[src/rtl/reset_sequencer_pkg.sv]
// Shared definitions for the reset sequencer: FSM state encoding and the
// width of the shared settle/timeout down-counter.
package reset_sequencer_pkg;

  typedef enum logic [1:0] {
    DELAY      = 2'd0,
    WAIT_READY = 2'd1,
    DONE       = 2'd2,
    FAULT      = 2'd3
  } state_e;

  // Wide enough to hold the larger of the two reload values.
  function automatic int unsigned counter_width(input int unsigned settle,
                                                input int unsigned timeout);
    int unsigned largest;
    largest = (settle > timeout) ? settle : timeout;
    return $clog2(largest + 1);
  endfunction

endpackage

[src/rtl/reset_sequencer_timer.sv]
// Loadable down-counter shared by the settle delay and the ready timeout.
// Load wins over enable; the count never goes below zero.
module reset_sequencer_timer #(
  parameter int unsigned WIDTH       = 8,
  parameter int unsigned RESET_VALUE = 1
) (
  input  logic             clock,
  input  logic             reset,
  input  logic             load,
  input  logic [WIDTH-1:0] load_value,
  input  logic             enable,
  output logic             at_one
);

  logic [WIDTH-1:0] count_q, count_d;

  // Next count: reload, decrement, or hold.
  always_comb begin
    count_d = count_q;
    if (load) begin
      count_d = load_value;
    end else if (enable && (count_q != '0)) begin
      count_d = count_q - WIDTH'(1);
    end
  end

  // Count register, preset so the first settle delay starts out of reset.
  always_ff @(posedge clock or posedge reset) begin
    if (reset) begin
      count_q <= WIDTH'(RESET_VALUE);
    end else begin
      count_q <= count_d;
    end
  end

  assign at_one = (count_q == WIDTH'(1));

endmodule

[src/rtl/reset_sequencer.sv]
// Releases STAGE_COUNT reset domains in order, each after a settle delay and
// only once the previous stage reports ready. All outputs are registered.
// Optional build macro: RESET_SEQUENCER_TIMEOUT_EN enables the ready timeout.
module reset_sequencer
  import reset_sequencer_pkg::*;
#(
  parameter int unsigned STAGE_COUNT    = 4,
  parameter int unsigned STAGE_DELAY    = 16,
  parameter int unsigned TIMEOUT_CYCLES = 1024
) (
  input  logic                   clock,
  input  logic                   reset,
  input  logic                   restart,
  input  logic [STAGE_COUNT-1:0] stage_ready,
  output logic [STAGE_COUNT-1:0] reset_out,
  output logic                   sequence_done,
  output logic                   fault
);

  localparam int unsigned CW       = counter_width(STAGE_DELAY, TIMEOUT_CYCLES);
  localparam int unsigned IW       = (STAGE_COUNT > 1) ? $clog2(STAGE_COUNT) : 1;
  localparam logic [IW-1:0] LAST_IDX = IW'(STAGE_COUNT - 1);

  state_e                 state_q, state_d;
  logic [IW-1:0]          idx_q, idx_d;
  logic [STAGE_COUNT-1:0] reset_out_q, reset_out_d;
  logic                   done_q, done_d;
  logic                   fault_q, fault_d;

  logic                   timer_load;
  logic [CW-1:0]          timer_load_value;
  logic                   timer_enable;
  logic                   timer_at_one;

  reset_sequencer_timer #(
    .WIDTH       (CW),
    .RESET_VALUE (STAGE_DELAY)
  ) u_timer (
    .clock      (clock),
    .reset      (reset),
    .load       (timer_load),
    .load_value (timer_load_value),
    .enable     (timer_enable),
    .at_one     (timer_at_one)
  );

  // Next-state, stage index, timer control and next output values.
  always_comb begin
    state_d          = state_q;
    idx_d            = idx_q;
    reset_out_d      = reset_out_q;
    done_d           = done_q;
    fault_d          = fault_q;
    timer_load       = 1'b0;
    timer_load_value = CW'(STAGE_DELAY);
    timer_enable     = 1'b0;

    if (restart) begin
      // Same as reset, but synchronous; overrides every other transition.
      state_d     = DELAY;
      idx_d       = '0;
      reset_out_d = '1;
      done_d      = 1'b0;
      fault_d     = 1'b0;
      timer_load  = 1'b1;
    end else begin
      unique case (state_q)
        DELAY: begin
          if (timer_at_one) begin
            reset_out_d[idx_q] = 1'b0;
            state_d            = WAIT_READY;
            timer_load         = 1'b1;
            timer_load_value   = CW'(TIMEOUT_CYCLES);
          end else begin
            timer_enable = 1'b1;
          end
        end
        WAIT_READY: begin
          // Ready on the same edge as the timeout expiry still advances.
          if (stage_ready[idx_q]) begin
            if (idx_q == LAST_IDX) begin
              state_d = DONE;
            end else begin
              idx_d      = idx_q + IW'(1);
              state_d    = DELAY;
              timer_load = 1'b1;
            end
          end else begin
`ifdef RESET_SEQUENCER_TIMEOUT_EN
            if (timer_at_one) begin
              state_d     = FAULT;
              reset_out_d = '1;
              done_d      = 1'b0;
              fault_d     = 1'b1;
            end else begin
              timer_enable = 1'b1;
            end
`endif
          end
        end
        DONE: begin
          // done rises one edge after entry; any ready drop aborts.
          if (!(&stage_ready)) begin
            state_d     = FAULT;
            reset_out_d = '1;
            done_d      = 1'b0;
            fault_d     = 1'b1;
          end else begin
            done_d = 1'b1;
          end
        end
        FAULT: begin
          reset_out_d = '1;
          done_d      = 1'b0;
          fault_d     = 1'b1;
        end
        default: begin
          state_d = FAULT;
        end
      endcase
    end
  end

  // State and registered outputs.
  always_ff @(posedge clock or posedge reset) begin
    if (reset) begin
      state_q     <= DELAY;
      idx_q       <= '0;
      reset_out_q <= '1;
      done_q      <= 1'b0;
      fault_q     <= 1'b0;
    end else begin
      state_q     <= state_d;
      idx_q       <= idx_d;
      reset_out_q <= reset_out_d;
      done_q      <= done_d;
      fault_q     <= fault_d;
    end
  end

  assign reset_out     = reset_out_q;
  assign sequence_done = done_q;
  assign fault         = fault_q;

endmodule

[config.mk]
export PLATFORM = sky130hd
export DESIGN_NAME = reset_sequencer
export DESIGN_NICKNAME = d
export VERILOG_FILES = /design/src/rtl/reset_sequencer_pkg.sv /design/src/rtl/reset_sequencer_timer.sv /design/src/rtl/reset_sequencer.sv
export SDC_FILE = /design/constraint.sdc
export NUM_CORES = 1
export LEC_CHECK = 0
export CAP_MARGIN = 20
export CORE_ASPECT_RATIO = 0.7
export CORE_MARGIN = 8
export CORE_UTILIZATION = 50
export DETAILED_ROUTE_END_ITERATION = 12
export PLACE_DENSITY = 0.71
export REMOVE_ABC_BUFFERS = 1
export SETUP_SLACK_MARGIN = 0.05
export SYNTH_ARGS = -nofsm -noshare
export SYNTH_HDL_FRONTEND = slang
export SYNTH_HIERARCHICAL = 1
export SYNTH_SLANG_ARGS = --single-unit
[constraint.sdc]
create_clock -name clock -period 3.1 [get_ports clock]
set_input_delay 0.62 -clock clock [delete_from_list [all_inputs] [get_ports clock]]
set_output_delay 0.62 -clock clock [all_outputs]
set_load 0.1 [all_outputs]
Word-level counts from Yosys, hierarchy flattened
Cells that the tools add are included.
{"block": "word_totals", "output_inout_bits": 6, "inputBits": 7, "regBits": 21}
{"block": "classes", "n_bitwise": 2, "order_cmp": 2, "addsub": 2, "reduce_logical": 15, "eq_ne": 9, "muxes": 37}
{"cell": "two-way mux 11 bit", "count": 5}
{"cell": "two-way mux 2 bit", "count": 9}
{"cell": "two-way mux 1 bit", "count": 13}
{"cell": "two-way mux 4 bit", "count": 3}
{"cell": "one-hot mux 4 bit (3 select lines)", "count": 1}
{"cell": "equality test 11 x 1 -> 1 bit, second input constant", "count": 1}
{"cell": "nonzero test 11 bit", "count": 1}
{"cell": "subtractor 11 x 1 -> 11 bit, second input constant", "count": 1}
{"cell": "!= test 3 bit, second input constant", "count": 3}
{"cell": "AND reduction 4 bit", "count": 2}
{"cell": "nonzero test 4 bit", "count": 2}
{"cell": "equality test 2 bit, second input constant", "count": 3}
{"cell": "one-hot mux 1 bit (2 select lines)", "count": 3}
{"cell": "one-hot mux 2 bit (3 select lines)", "count": 1}
{"cell": "AND reduction 3 bit", "count": 2}
{"cell": "nonzero test 2 bit", "count": 3}
{"cell": "bitwise AND 4 bit", "count": 1}
{"cell": "inverter 4 bit", "count": 1}
{"cell": "< comparator 2 x 3 -> 1 bit, second input constant", "count": 1}
{"cell": "nonzero test 3 bit", "count": 1}
{"cell": "adder 2 x 1 -> 2 bit, second input constant", "count": 1}
{"cell": "binary-select mux 1 bit (select 2 bit)", "count": 1}
{"cell": "demux 1 bit (select 2 bit)", "count": 1}
{"cell": "equality test 2 x 1 -> 1 bit, second input constant", "count": 1}
{"cell": "5 further kinds", "count": 6}

Logic depth before layout (Yosys ltp)
Gate-level depths: netlist (run 1).
{"block": "logic_depth", "depth_word": 9, "depth_mapped": 10, "ltp_nobuf": 10}

By module
Netlist (run 1), hierarchy kept.
{"module": "reset_sequencer_timer", "n_inst": 1, "cells_each": 83, "area_each_um2": 726.9}
{"module": "reset_sequencer", "n_inst": 1, "cells_each": 71, "area_each_um2": 685.7}

Least setup slack after synthesis (run 1)
OpenSTA, ideal clock, no wires.
{"block": "synth_path", "path_type": "flip-flop to flip-flop", "startpoint": "reg u_timer.count_q[4]", "endpoint": "reg u_timer.count_q[7]", "t_arrival_ps": 2416, "stages_incl_launch_ff": 10, "path_slack_ps": 611, "path_cell_list": "dfstp_2 > clkbuf_2 > nor4_4 > nand2_1 > nor2_1 > nor3b_1 > or4b_4 > nand3b_4 > or3b_1 > a2bb2oi_2"}
{"block": "synth_between", "elab_chain_len": 6, "word_cells_on_any_way": 13}
{"item": "start: declaration", "line_no": "reset_sequencer_timer.sv:15", "source": "logic [WIDTH-1:0] count_q, count_d;"}
{"item": "start signal: assignment", "line_no": "reset_sequencer_timer.sv:30", "source": "count_q <= WIDTH'(RESET_VALUE);"}
{"item": "start signal: assignment", "line_no": "reset_sequencer_timer.sv:32", "source": "count_q <= count_d;"}
{"item": "equality test 11 x 1 -> 1 bit", "line_no": "reset_sequencer_timer.sv:36", "source": "assign at_one = (count_q == WIDTH'(1));"}
{"item": "via timer_at_one", "line_no": "reset_sequencer.sv:33", "source": "logic timer_at_one;"}
{"item": "two-way mux 1 bit", "line_no": "reset_sequencer.sv:69", "source": "if (timer_at_one) begin"}
{"item": "two-way mux 1 bit", "line_no": "reset_sequencer.sv:67", "source": "unique case (state_q)"}
{"item": "two-way mux 1 bit", "line_no": "reset_sequencer.sv:58", "source": "if (restart) begin"}
{"item": "via timer_enable", "line_no": "reset_sequencer.sv:32", "source": "logic timer_enable;"}
{"item": "logical AND 1 bit", "line_no": "reset_sequencer_timer.sv:22", "source": "end else if (enable && (count_q != '0)) begin"}
{"item": "nonzero test 2 bit (no source line)"}
The timed path passes the listed nets, and every way through them passes these cells. The select of a mux whose other input is x is not followed.
A chain may end at the register's enable or synchronous reset.

Worst setup path after layout (run 1)
{"block": "layout_path", "startpoint": "reg u_timer.count_q[5]", "endpoint": "reg u_timer.count_q[5]"}
{"block": "layout_between", "word_cells_on_any_way": 13}
{"item": "equality test 11 x 1 -> 1 bit (*)", "line_no": "reset_sequencer_timer.sv:36"}
{"item": "via timer_at_one", "line_no": "reset_sequencer.sv:33"}
{"item": "two-way mux 1 bit (*)", "line_no": "reset_sequencer.sv:69"}
{"item": "one-hot mux 1 bit (2 select lines) (*)", "line_no": "reset_sequencer.sv:67"}
{"item": "two-way mux 1 bit (*)", "line_no": "reset_sequencer.sv:58"}
{"item": "via timer_load", "line_no": "reset_sequencer.sv:30", "source": "logic timer_load;"}
{"item": "two-way mux 11 bit / nonzero test 2 bit (equally long branches)"}
Mark *: on every way through the listed nets, which the timed path passes. The rest lies on a longest branch. The select of a mux whose other input is x is not followed.

==> out/results.tsv, run 1 <==
stage	metric	value	unit
status	status	completed	
synthesis	Synth area leader	dfrtp_1	
timing	RSZ-0062 raised after global routing	false	
power_and_ir_drop	Overall Power	1.061	mW
drt	DR vias/cell	5.271	
clocking	Sinks on Clock Net	21	
clocking	post-CTS setup buffers	0	
synthesis	largest cells by area after synthesis	dfrtp_1, dfstp_2, ha_1	
floorplan	num rows	16	
synthesis	Ys Warns	6	
timing	count of final setup violators	0	
synthesis	count leader, synth	o21ai_0	
grt	initial antenna violation count	0	
timing	period utilisation layout	82.11	%
synthesis	EDFF count, synth	0	
grt	largest net degree at the start of global routing	16	
clocking	Clock Pin Slew Worst Setup and Hold Paths	80	ps
clocking	H-Tree Depth	1	
synthesis	most frequent cells after synthesis	o21ai_0, dfrtp_1, inv_1, nand2_1	
grt	GR Overflow Total	0	
setup_path	WP data required	3240	ps
synthesis	Synth Register Bits	21	
placed_design	post-DP HPWL	2405	µm
synthesis	Mapped Cells	154	
timing	Tmin final	2545	ps
drt	wire per inst	13.95	µm
timing	Max Clk Rate	392.9	MHz
layout	Filler Cells Inserted	235	
drt	vias post-DR	1128	
layout	Area growth syn-to-layout	17.01	%
drt	Routed Antenna Nets	0	
grt	gr usage total	13.95	%
clocking	Post-CTS Resized	0	
setup_path	startpoint types	flop	
synthesis	Post-Syn Area per Cell	9.173	µm²
job	max_cap viols	0	
layout	area of the multi-input gates	842.1	µm²
clocking	CTS root buf	clkbuf_8	
synthesis	number of distinct library cells after synthesis	45	
floorplan	Die ar.	4809	µm²
clocking	clock insertion delay at the later pin of the skew report	270	ps
placed_design	Final GP Congestion	0.9256	
timing	Max Slew Vio Count	0	
hold_path	Min-Delay Path Class	flop to flop	
power_and_ir_drop	maximum vdd drop	0.3257	mV
synthesis	commonest register cell after synthesis	dfrtp_1	
floorplan	total core area	2743	µm²
clocking	hold_buf cts	0	
timing	Final Hold Violating Endpoints	0	
synthesis	Yosys top cell area share	28.34	%
layout	fraction of layout cells with a size suffix above 1	15.73	%
power_and_ir_drop	leakage	0.7435	nW
grt	global-route wire length before repair	5257	µm
timing	Clock Skew	11.75	ps
timing	hold slack	503.5	ps
setup_path	Crit Path Class	flop to flop	
floorplan	Top Ports	13	
drt	DR pass1 iterations	4	
setup_path	CP Data Arrival Time	2680	ps
clocking	TritonCTS clock tree	built	
synthesis	sequential area share after synthesis	37.64	%
layout	fin nets	196	
synthesis	synthesized cell area	1413	µm²
drt	Residual DRC	0	
floorplan	die height	60.47	µm
setup_path	maximum fanout along the worst path	8	
layout	FF+latch area	531.8	µm²
drt	initial DRC count	88	
floorplan	starting density of the core	51.51	%
clocking	clock tree buffer depth	2	
timing	PnR worst setup slack	554.5	ps
placed_design	Port Buffers	12	
layout	post-layout util	60.26	%
synthesis	Async SR Flop Fraction	100.0	%
power_and_ir_drop	pwr dens	642.1	nW/µm²
layout	antenna cells	0	
clocking	total CTS buffers	3	
timing	setup TNS	0	ps
drt	DRT Wirelength	2985	µm
placed_design	Setup WS pre-CTS	466.3	ps
floorplan	die width	79.53	µm
setup_path	crit end category	flop	
grt	vias in the first global route	1132	
[kinds of logic after synthesis]
family                   count (synthesis)  share of synthesized area (%)
XOR/XNOR                                 2                          1.240
AO/OA/AOI/OAI                           46                          20.20
multiplexers                             3                          3.011
adder cells (fa/ha/maj)                 10                          8.857
AND/OR/NAND/NOR                         53                          23.92
flip-flops                              21                          37.64
other                                    1                         0.2655
buffers and inverters                   18                          4.871
[power by group]
group | switching [mW] | internal (mW) | leakage [nW]
logic | 0.294 | 0.164 | 0.463
registers | 0.0749 | 0.346 | 0.255
clock network | 0.0919 | 0.0898 | 0.0255
[per-layer routing]
metal	share of wire (%)	track usage, %	wire length [µm]
met5	0	0	0
met4	0.64	3.150	19
met3	3.4	4.142	102
met2	44	21.88	1299
met1	52	18.48	1565
[placed cells by master (no fill, tap or decap), types with 2 or more instances in the layout]
cell / netlist / final
o21ai_0: 21 / 21
nand4b_1: 2 / 2
o311ai_0: 2 / 2
dfstp_2: 5 / 5
dfrtp_1: 16 / 16
nor3_1: 5 / 5
inv_1: 14 / 14
nand4_1: 2 / 2
nor2_1: 10 / 10
buf_4: 0 / 10
nand2_1: 14 / 14
clkbuf_8: 0 / 3
nand2b_1: 4 / 4
a21oi_1: 8 / 8
a21o_1: 2 / 2
xnor2_1: 2 / 2
mux2i_1: 2 / 2
nand3b_4: 2 / 2
clkdlybuf4s50_1: 0 / 6
o31ai_1: 3 / 3
conb_1: 1 / 9
nand3_1: 2 / 2
ha_1: 10 / 10
[sequential cells by signal, indices dropped and copies added, names as in the netlist]
| register | cells |
|---|---|
| idx_q | 2 |
| fault | 1 |
| sequence_done | 1 |
| u_timer/count_q | 11 |
| state_q | 2 |
| reset_out | 4 |
[through the flow]
step	cell area, µm²	cells
6_report	1653	214
5_1_grt	1653	214
4_1_cts	1653	214
3_5_place_dp	1607	210
3_3_place_gp	1607	210
2_1_floorplan	1426	158
[critical path, stage by stage, from the launching register on]
cell and delay, ps:
dfrtp_1 480, nor4_4 460, nand2_1 150, nor2_1 220, a21o_1 160, nand2b_1 290, inv_1 170, and3_1 230
a21oi_1 120, o311ai_0 130
[final cells by class]
type,instances,area share (%)
multi-input combinational,123,50.95
sequential,21,32.17
timing repair buffer,16,8.176
inverter,14,3.179
tap,36,2.725
clock buffer,3,2.498
clock inverter,1,0.3028
[worst paths after layout]
check                                    from            endpoint  slack [ps]  cells after the start
min in group asynchronous               reset               fault         640                      2
max in group asynchronous               reset  u_timer/count_q[4]        2080                      2
min reg2reg                     sequence_done       sequence_done         500                      2
max                        u_timer/count_q[5]  u_timer/count_q[5]         550                      9
min                             sequence_done       sequence_done         500                      2
max reg2reg                u_timer/count_q[5]  u_timer/count_q[5]         550                      9
(Power assumes the default switching activity.)
==> inputs of run 2 (changes only) <==
- PLACE_DENSITY: 0.71 -> 0.74
- clock period: 3.1 -> 2.06 ns (I/O delays scaled with it)
==> out/results.tsv, run 2 (synthesis results as in run 1) <==
stage	metric	value	unit
status	status	finished with violations	
status	failing checks	negative setup slack	
timing	period utilisation layout	107.4	%
timing	Max Clk Rate	452.1	MHz
grt	vias in the first global route	1325	
floorplan	die height	60.47	µm
drt	Routed Antenna Nets	0	
setup_path	CP Data Arrival Time	2410	ps
setup_path	Worst path top cell family by delay	simple AND/OR/NAND/NOR gates	
drt	wire per inst	16.66	µm
timing	RSZ-0062 raised after global routing	true	
drt	initial DRC count	104	
timing	Max Slew Vio Count	0	
setup_path	startpoint types	flop	
clocking	TritonCTS clock tree	built	
layout	post-layout util	74.63	%
timing	Clock Skew	10.21	ps
timing	Tmin final	2212	ps
power_and_ir_drop	pwr dens	961.1	nW/µm²
power_and_ir_drop	maximum vdd drop	0.5325	mV
grt	largest net degree at the start of global routing	13	
setup_path	Crit Path Class	flop to flop	
setup_path	CP max stage cell	dfstp_2	
drt	Residual DRC	0	
placed_design	Port Buffers	12	
clocking	CTS root buf	clkbuf_8	
layout	fraction of layout cells with a size suffix above 1	35.71	%
grt	initial antenna violation count	0	
floorplan	total core area	2743	µm²
hold_path	Min-Delay Path Class	input pin to async pin	
floorplan	Top Ports	13	
job	max_cap viols	0	
floorplan	die width	79.53	µm
floorplan	starting density of the core	51.51	%
layout	antenna cells	0	
layout	most frequent cells in the layout	buf_4, o21ai_0, dfrtp_1	
clocking	total CTS buffers	3	
power_and_ir_drop	leakage	0.9496	nW
grt	GR Overflow Total	0	
setup_path	crit path cell chain	nor4_4, nand2_2, nor2_2, nor3b_2, or4b_4, nand3b_4, or3b_4, a2bb2oi_2	
setup_path	worst path buffer plus inverter count	0	
layout	Filler Cells Inserted	180	
setup_path	crit end category	flop	
timing	count of final setup violators	4	
setup_path	Slowest Stage Delay on Critical Path	580	ps
placed_design	Setup WS pre-CTS	-308.8	ps
clocking	clock tree buffer depth	2	
floorplan	num rows	16	
layout	fin nets	228	
clocking	Clock Pin Slew Worst Setup and Hold Paths	80	ps
drt	vias post-DR	1425	
floorplan	Die ar.	4809	µm²
layout	Area growth syn-to-layout	44.91	%
drt	DR vias/cell	5.793	
layout	number of flip-flops in the largest register	11	
drt	DR pass1 iterations	4	
placed_design	post-DP HPWL	2823	µm
grt	global-route wire length before repair	6120	µm
layout	Top reg by flops	u_timer/count_q	
drt	DRT Wirelength	4098	µm
layout	commonest non-fill, non-tap cell in the layout	buf_4	
clocking	Sinks on Clock Net	21	
placed_design	Final GP Congestion	0.8841	
timing	PnR worst setup slack	-151.8	ps
setup_path	maximum fanout along the worst path	2	
setup_path	WP data required	2260	ps
timing	Final Hold Violating Endpoints	0	
clocking	H-Tree Depth	1	
clocking	clock insertion delay at the later pin of the skew report	260	ps
grt	gr usage total	15.99	%
## run 2: area by class of cell
class	count	area [µm²]	share of cell area, %
clock inverter	1	5.005	0.2445
timing repair buffer	48	429.2	20.97
multi-input combinational	123	942.2	46.03
sequential	21	531.8	25.98
clock buffer	3	41.29	2.017
tap	36	45.04	2.200
inverter	14	52.55	2.567
## run 2: through the flow
stage | setup TNS [ps] | cells | hold WS (ps) | power, mW | instance area (µm²)
final | -433.9 | 246 | 466.2 | 1.967 | 2047
after global routing | -799.1 | 246 | 493.7 | 2.068 | 2047
after CTS | -224.5 | 244 | 472.7 | 1.885 | 1958
after detailed placement | -2017 | 235 | 521.6 | 1.566 | 1844
after global placement | -1401 | 235 | 478.0 | 1.517 | 1844
after floorplan | -864.1 | 158 | 249.3 | 1.146 | 1426
## run 2: final timing paths
path	cells past startpoint	to	slack, ps	startpoint
setup / recovery	8	u_timer/count_q[7]	-150	u_timer/count_q[4]
hold / removal	2	sequence_done	470	reset
setup reg to reg	8	u_timer/count_q[7]	-150	u_timer/count_q[4]
hold reg to reg	2	reset_out[2]	540	reset_out[2]
max in group asynchronous	2	u_timer/count_q[4]	1240	reset
min in group clock	2	reset_out[2]	540	reset_out[2]
## run 2: report_power, final
group / internal [mW] / total, mW / switching [mW]
registers: 0.522 / 0.615 / 0.0937
clock network: 0.135 / 0.269 / 0.135
logic: 0.483 / 1.08 / 0.599
total: 1.14 / 1.97 / 0.828
## run 2: routing by layer
layer | track usage [%] | wire [µm]
met5 | 0 | 0
met4 | 3.937 | 102
met3 | 4.586 | 247
met2 | 25.23 | 1928
met1 | 21.01 | 1820
## run 2: repair_timing
| item | 4_1_cts | 5_1_grt |
|---|---|---|
| setup endpoints to repair | 7 | 12 |
| setup buffers | 5 | 2 |
| pin swaps | 6 | 6 |
| resized for setup | 8 | 14 |
| hold buffers | 0 | 0 |
